--- src/rtl/pipeline_pkg.sv ---
// Shared types for the pipeline stall/flush sequencer.
package pipeline_pkg;

    typedef enum logic [1:0] {
        BOOT     = 2'd0,
        RUN      = 2'd1,
        MEM_WAIT = 2'd2
    } state_e;

    localparam logic [4:0] REG_ZERO = 5'd0;

endpackage

--- src/rtl/pipeline_ctrl_sat_counter.sv ---
// Saturating up-counter for performance monitoring; holds at all-ones.
module sat_counter #(
    parameter int W = 32
) (
    input  logic         clk,
    input  logic         arst_n,
    input  logic         inc,
    output logic [W-1:0] count
);

    logic [W-1:0] count_q, count_d;

    always_comb begin
        count_d = count_q;
        if (inc && (count_q != {W{1'b1}}))
            count_d = count_q + 1'b1;
    end

    always_ff @(posedge clk or negedge arst_n) begin
        if (!arst_n) count_q <= '0;
        else         count_q <= count_d;
    end

    assign count = count_q;

endmodule

--- src/rtl/pipeline_ctrl.sv ---
// Stall/flush sequencer for the 5-stage pipeline: combinational register
// enables/clears from state and hazards, plus stall and flush counters.
module pipeline_ctrl
    import pipeline_pkg::*;
#(
    parameter int CNT_W = 32
) (
    input  logic             clk,
    input  logic             arst_n,
    input  logic [4:0]       rs1_id,
    input  logic [4:0]       rs2_id,
    input  logic [4:0]       rd_ex,
    input  logic             mem_read_ex,
    input  logic             branch_taken_ex,
    input  logic             imem_ready,
    input  logic             dmem_req,
    input  logic             dmem_ready,
    output logic             pc_en,
    output logic             if_id_en,
    output logic             id_ex_en,
    output logic             ex_mem_en,
    output logic             mem_wb_en,
    output logic             if_id_flush,
    output logic             id_ex_flush,
    output logic [CNT_W-1:0] stall_cnt,
    output logic [CNT_W-1:0] flush_cnt
);

    state_e state_q, state_d;
    logic   mem_stall, load_use, fetch_stall, hold, flush_inc, stall_inc;

    assign mem_stall   = dmem_req & ~dmem_ready;
    assign load_use    = mem_read_ex & (rd_ex != REG_ZERO) &
                         ((rd_ex == rs1_id) | (rd_ex == rs2_id));
    assign fetch_stall = ~imem_ready;

    // In MEM_WAIT only dmem_ready releases the freeze; EX is held so a
    // pending branch is re-evaluated on the release cycle.
    assign hold = (state_q == MEM_WAIT) ? ~dmem_ready : mem_stall;

    always_comb begin
        state_d     = state_q;
        pc_en       = 1'b0;
        if_id_en    = 1'b0;
        id_ex_en    = 1'b0;
        ex_mem_en   = 1'b0;
        mem_wb_en   = 1'b0;
        if_id_flush = 1'b0;
        id_ex_flush = 1'b0;
        flush_inc   = 1'b0;
        case (state_q)
            RUN, MEM_WAIT: begin
                if (hold) begin
                    state_d = MEM_WAIT;
                end else begin
                    state_d   = RUN;
                    pc_en     = 1'b1;
                    if_id_en  = 1'b1;
                    id_ex_en  = 1'b1;
                    ex_mem_en = 1'b1;
                    mem_wb_en = 1'b1;
                    if (branch_taken_ex) begin
                        if_id_flush = 1'b1;
                        id_ex_flush = 1'b1;
                        flush_inc   = 1'b1;
                    end else if (load_use) begin
                        pc_en       = 1'b0;
                        if_id_en    = 1'b0;
                        id_ex_flush = 1'b1;
                    end else if (fetch_stall) begin
                        pc_en       = 1'b0;
                        if_id_flush = 1'b1;
                    end
                end
            end
            default: begin
                state_d     = RUN;
                if_id_flush = 1'b1;
                id_ex_flush = 1'b1;
            end
        endcase
    end

    assign stall_inc = (state_q != BOOT) & ~pc_en;

    always_ff @(posedge clk or negedge arst_n) begin
        if (!arst_n) state_q <= BOOT;
        else         state_q <= state_d;
    end

    sat_counter #(.W(CNT_W)) u_stall_cnt (
        .clk(clk), .arst_n(arst_n), .inc(stall_inc), .count(stall_cnt)
    );

    sat_counter #(.W(CNT_W)) u_flush_cnt (
        .clk(clk), .arst_n(arst_n), .inc(flush_inc), .count(flush_cnt)
    );

endmodule

--- config.mk ---
export PLATFORM = sky130hd
export DESIGN_NAME = pipeline_ctrl
export DESIGN_NICKNAME = d
export VERILOG_FILES = /design/src/rtl/pipeline_pkg.sv /design/src/rtl/pipeline_ctrl_sat_counter.sv /design/src/rtl/pipeline_ctrl.sv
export SDC_FILE = /design/constraint.sdc
export NUM_CORES = 1
export LEC_CHECK = 0
export CAP_MARGIN = 10
export CORE_MARGIN = 5
export CORE_UTILIZATION = 52
export DETAILED_ROUTE_END_ITERATION = 8
export PLACE_DENSITY = 0.85
export SYNTH_ARGS = -nofsm -noshare
export SYNTH_HDL_FRONTEND = slang
export SYNTH_SLANG_ARGS = --single-unit
--- constraint.sdc ---
create_clock -name clk -period 4.75 [get_ports clk]
set_clock_uncertainty 0.15 [all_clocks]
set_input_delay 1.1875 -clock clk [delete_from_list [all_inputs] [get_ports clk]]
set_output_delay 1.1875 -clock clk [all_outputs]
set_load 0.03 [all_outputs]
==> metrics.md <==
| Metric | Value |
|---|---|
| Crit path DAT | roughly 3.1 ns |
| Post-DP HPWL | 6070 µm |
| CTS H-tree lvls | 3 |
| # rows | 29 |
| # nets final | 448 |
| Setup TNS | 0 ns |
| DRC Markers | 0 |
| Clock transition at path regs | 0.07 ns |
| Largest net degree at the start of global routing | 45 |
| Leakage | 0.00189 µW |
| Met3 Track Usage GR | 0.0483 |
| Drt total wl | 8040 µm |
| Status | complete, no violations |
| Fraction of final layout cells sized beyond drive strength 1 | 0.0728 |
| Syn Nets | 350 |
| TritonCTS clock tree | built |
| Number of synthesized flops with an enable pin | 0 |
| Worst setup path class | input port to output pin |
| Pwr dens | 340 mW/mm² |
| Async SR Flop Fraction | 1.00 |
| Global-route congestion overflow total | 0 |
| # fillers | between 400 and 500 |
| Starting Density | 0.533 |
| Routed via count | 2,813 |
| Cell Area, Synth | 0.00339 mm² |
| Crit path time final | between 4 and 5 ns |
| I/O pin count | 93 |
| Drt wl/cell | 16.0 µm |
| Antenna Violating Nets Remaining | 0 |
| Peak supply drop | 0.000297 V |
| Final hold violation count | 0 |
| Ant. Diodes | 0 |
| Initial antenna violation count | 0 |
| Clock Latency Late Sink | between 0.3 and 0.4 ns |
| Slew @ Worst Pin | between 0.9 and 1 ns |
| Synth area leader | dfrtp_1 |
| Starting DRT DRC Count | 100 |
| Top-count cell post-synth | dfrtp_1 |
| WHS | between 0.3 and 0.4 ns |
| Final setup viols | 0 |
| Clock Sink Count | 66 |
| Worst setup EP type | output pin |
| Largest cells by area after synthesis | dfrtp_1 (49%), xnor2_1 (16%), nand4_1 (4.2%), nand3_1 (4.1%), nand2_1 (3.1%) |
| Layout area overhead | 34.5% |
| Met2 Usage GRT | 0.344 |
| DR vias/cell | 5.59 |
| Achievable Freq | 0.227 GHz |
| Max-slew violations | 0 |
| Worst Hold Class | flip-flop to flip-flop |
| Root Buffer | clkbuf_8 |
| Synth Register Bits | 66 |
| Core ar. | 0.00635 mm² |
| GP Congestion | around 0.91 |
| Port bufs | 92 |
| Share of the synthesized area in the top cell type | 0.488 |
| Relative slew margins | 0.368 |
| Crit path launch type | input port |
| Post-CTS setup buffers | 0 |
| Predominant post-synthesis flop cell | dfrtp_1 |
| Busiest grt layer | met2 |
| Post-Syn Instances | about 320 |
| Sequential fraction of the synthesis area | 0.488 |
| Met1 Track Usage GR | 0.236 |
| Die W | 90.7 µm |
| YS warnings | 0 |
| Clk buf depth | 2 |
| Syn Area/Cell | 10.5 µm² |
| CTS buffer count | 9 |
| Total track usage | 0.200 |
| First-pass GRT wire length | 13,800 µm |
| Initial DRT Pass Iterations | 4 |
| Crit path required time | 3.41 ns |
| Chip Height | a little over 90 µm |
| Commonest cells post-synth | dfrtp_1 (66), xnor2_1 (62), nand2_1 (28), nand3_1 (28), nand4_1 (23) |
| Unrepaired setup endpoints after global routing | false |
| Die ar. | 0.00823 mm² |
| Post-synth cell types | 38 |
| Number of global-route vias before repair | 2,942 |
| Max Cap Violations | 0 |
| Period utilisation layout | 0.926 |
| Crit path max fanout | 4 |
==> through the flow <==
step                      utilization  area (µm²)  total power (µW)  worst slack, ns  std cells
after global routing            0.717        4550              1620            0.215        503
after floorplan                     -        3390               947            0.622        324
after detailed placement        0.690        4380              1140           0.0653        488
after CTS                       0.717        4550              1560           0.0550        503
after global placement          0.690        4380              1130            0.140        488
final                           0.717        4550              1550            0.353        503
==> metal layers <==
metal,wire (µm),vias to the layer above
met4,213,0
met2,4080,78
met1,3340,1380
met3,408,20
met5,0,-
li1,-,1335
==> path summary, 6_finish.rpt <==
| kind | slack [ns] | end | start | cells after the start |
|---|---|---|---|---|
| max | 0.35 | if_id_flush | rd_ex[1] | 7 |
| min | 0.34 | u_stall_cnt.count[26] | u_stall_cnt.count[26] | 1 |
| max reg2reg | 2.32 | u_flush_cnt.count[21] | state_q[1] | 8 |
| min reg2reg | 0.34 | u_stall_cnt.count[26] | u_stall_cnt.count[26] | 1 |
| max in group asynchronous | 2.73 | u_flush_cnt.count[4] | arst_n | 2 |
| min in group asynchronous | 0.85 | u_stall_cnt.count[7] | arst_n | 1 |
==> sequential cells by signal, indices dropped and copies added, names as in the netlist <==
register	count
state_q	2
u_flush_cnt.count	32
u_stall_cnt.count	32
==> placed cells by master (no fill, tap or decap), types with 3 or more instances in the layout <==
cell type / synthesis / layout
nand2b_1: 4 / 4
and3_1: 14 / 14
nand4b_1: 4 / 4
buf_4: 2 / 6
a21oi_1: 4 / 4
dfrtp_1: 66 / 66
nand4_1: 23 / 23
xnor2_1: 62 / 62
nor3_1: 8 / 8
clkbuf_8: 0 / 11
xor2_1: 8 / 8
and4_1: 8 / 8
nand3_1: 28 / 28
clkdlybuf4s50_1: 0 / 87
nand2_1: 28 / 28
mux2_2: 3 / 3
nor2_1: 14 / 14
inv_1: 11 / 11
and2_1: 3 / 3
ha_1: 4 / 4
==> cell families after synthesis <==
| family | after synthesis | share of synthesized area |
|---|---|---|
| xor+xnor | 70 | 0.181 |
| flops | 66 | 0.488 |
| fa+ha+maj | 4 | 0.0148 |
| compound gates | 14 | 0.0273 |
| simple gates | 148 | 0.255 |
| mux | 3 | 0.00997 |
| buf+inv | 19 | 0.0240 |
==> final cells by class <==
cell class	count	area, µm²	area share
well taps	77	96.3	0.0212
multi-input cells	239	1660	0.365
flip-flops and latches	66	1650	0.363
clock inverters	2	12.5	0.00275
clock buffers	13	159	0.0349
repair buffers	95	933	0.205
inverters	11	41.3	0.00907
==> worst max-delay path, cell delays in order <==
cell             delay (ns)
clkdlybuf4s50_1        0.47
or4_1                  0.53
o21ai_0                0.24
nand2b_1               0.22
a21oi_1                0.09
o21ai_0                0.14
buf_4                  0.18
==> power breakdown <==
| group | internal [µW] | switching, µW |
|---|---|---|
| registers | 618 | 73.9 |
| clock network | 215 | 206 |
| logic | 194 | 244 |
==> timing repair <==
| item | in CTS | in global routing |
|---|---|---|
| resized for setup | 0 | 1 |
| hold buffers | 0 | 0 |
| endpoints found under the setup margin | 0 | 1 |
Power figures use the tool's default switching activity.
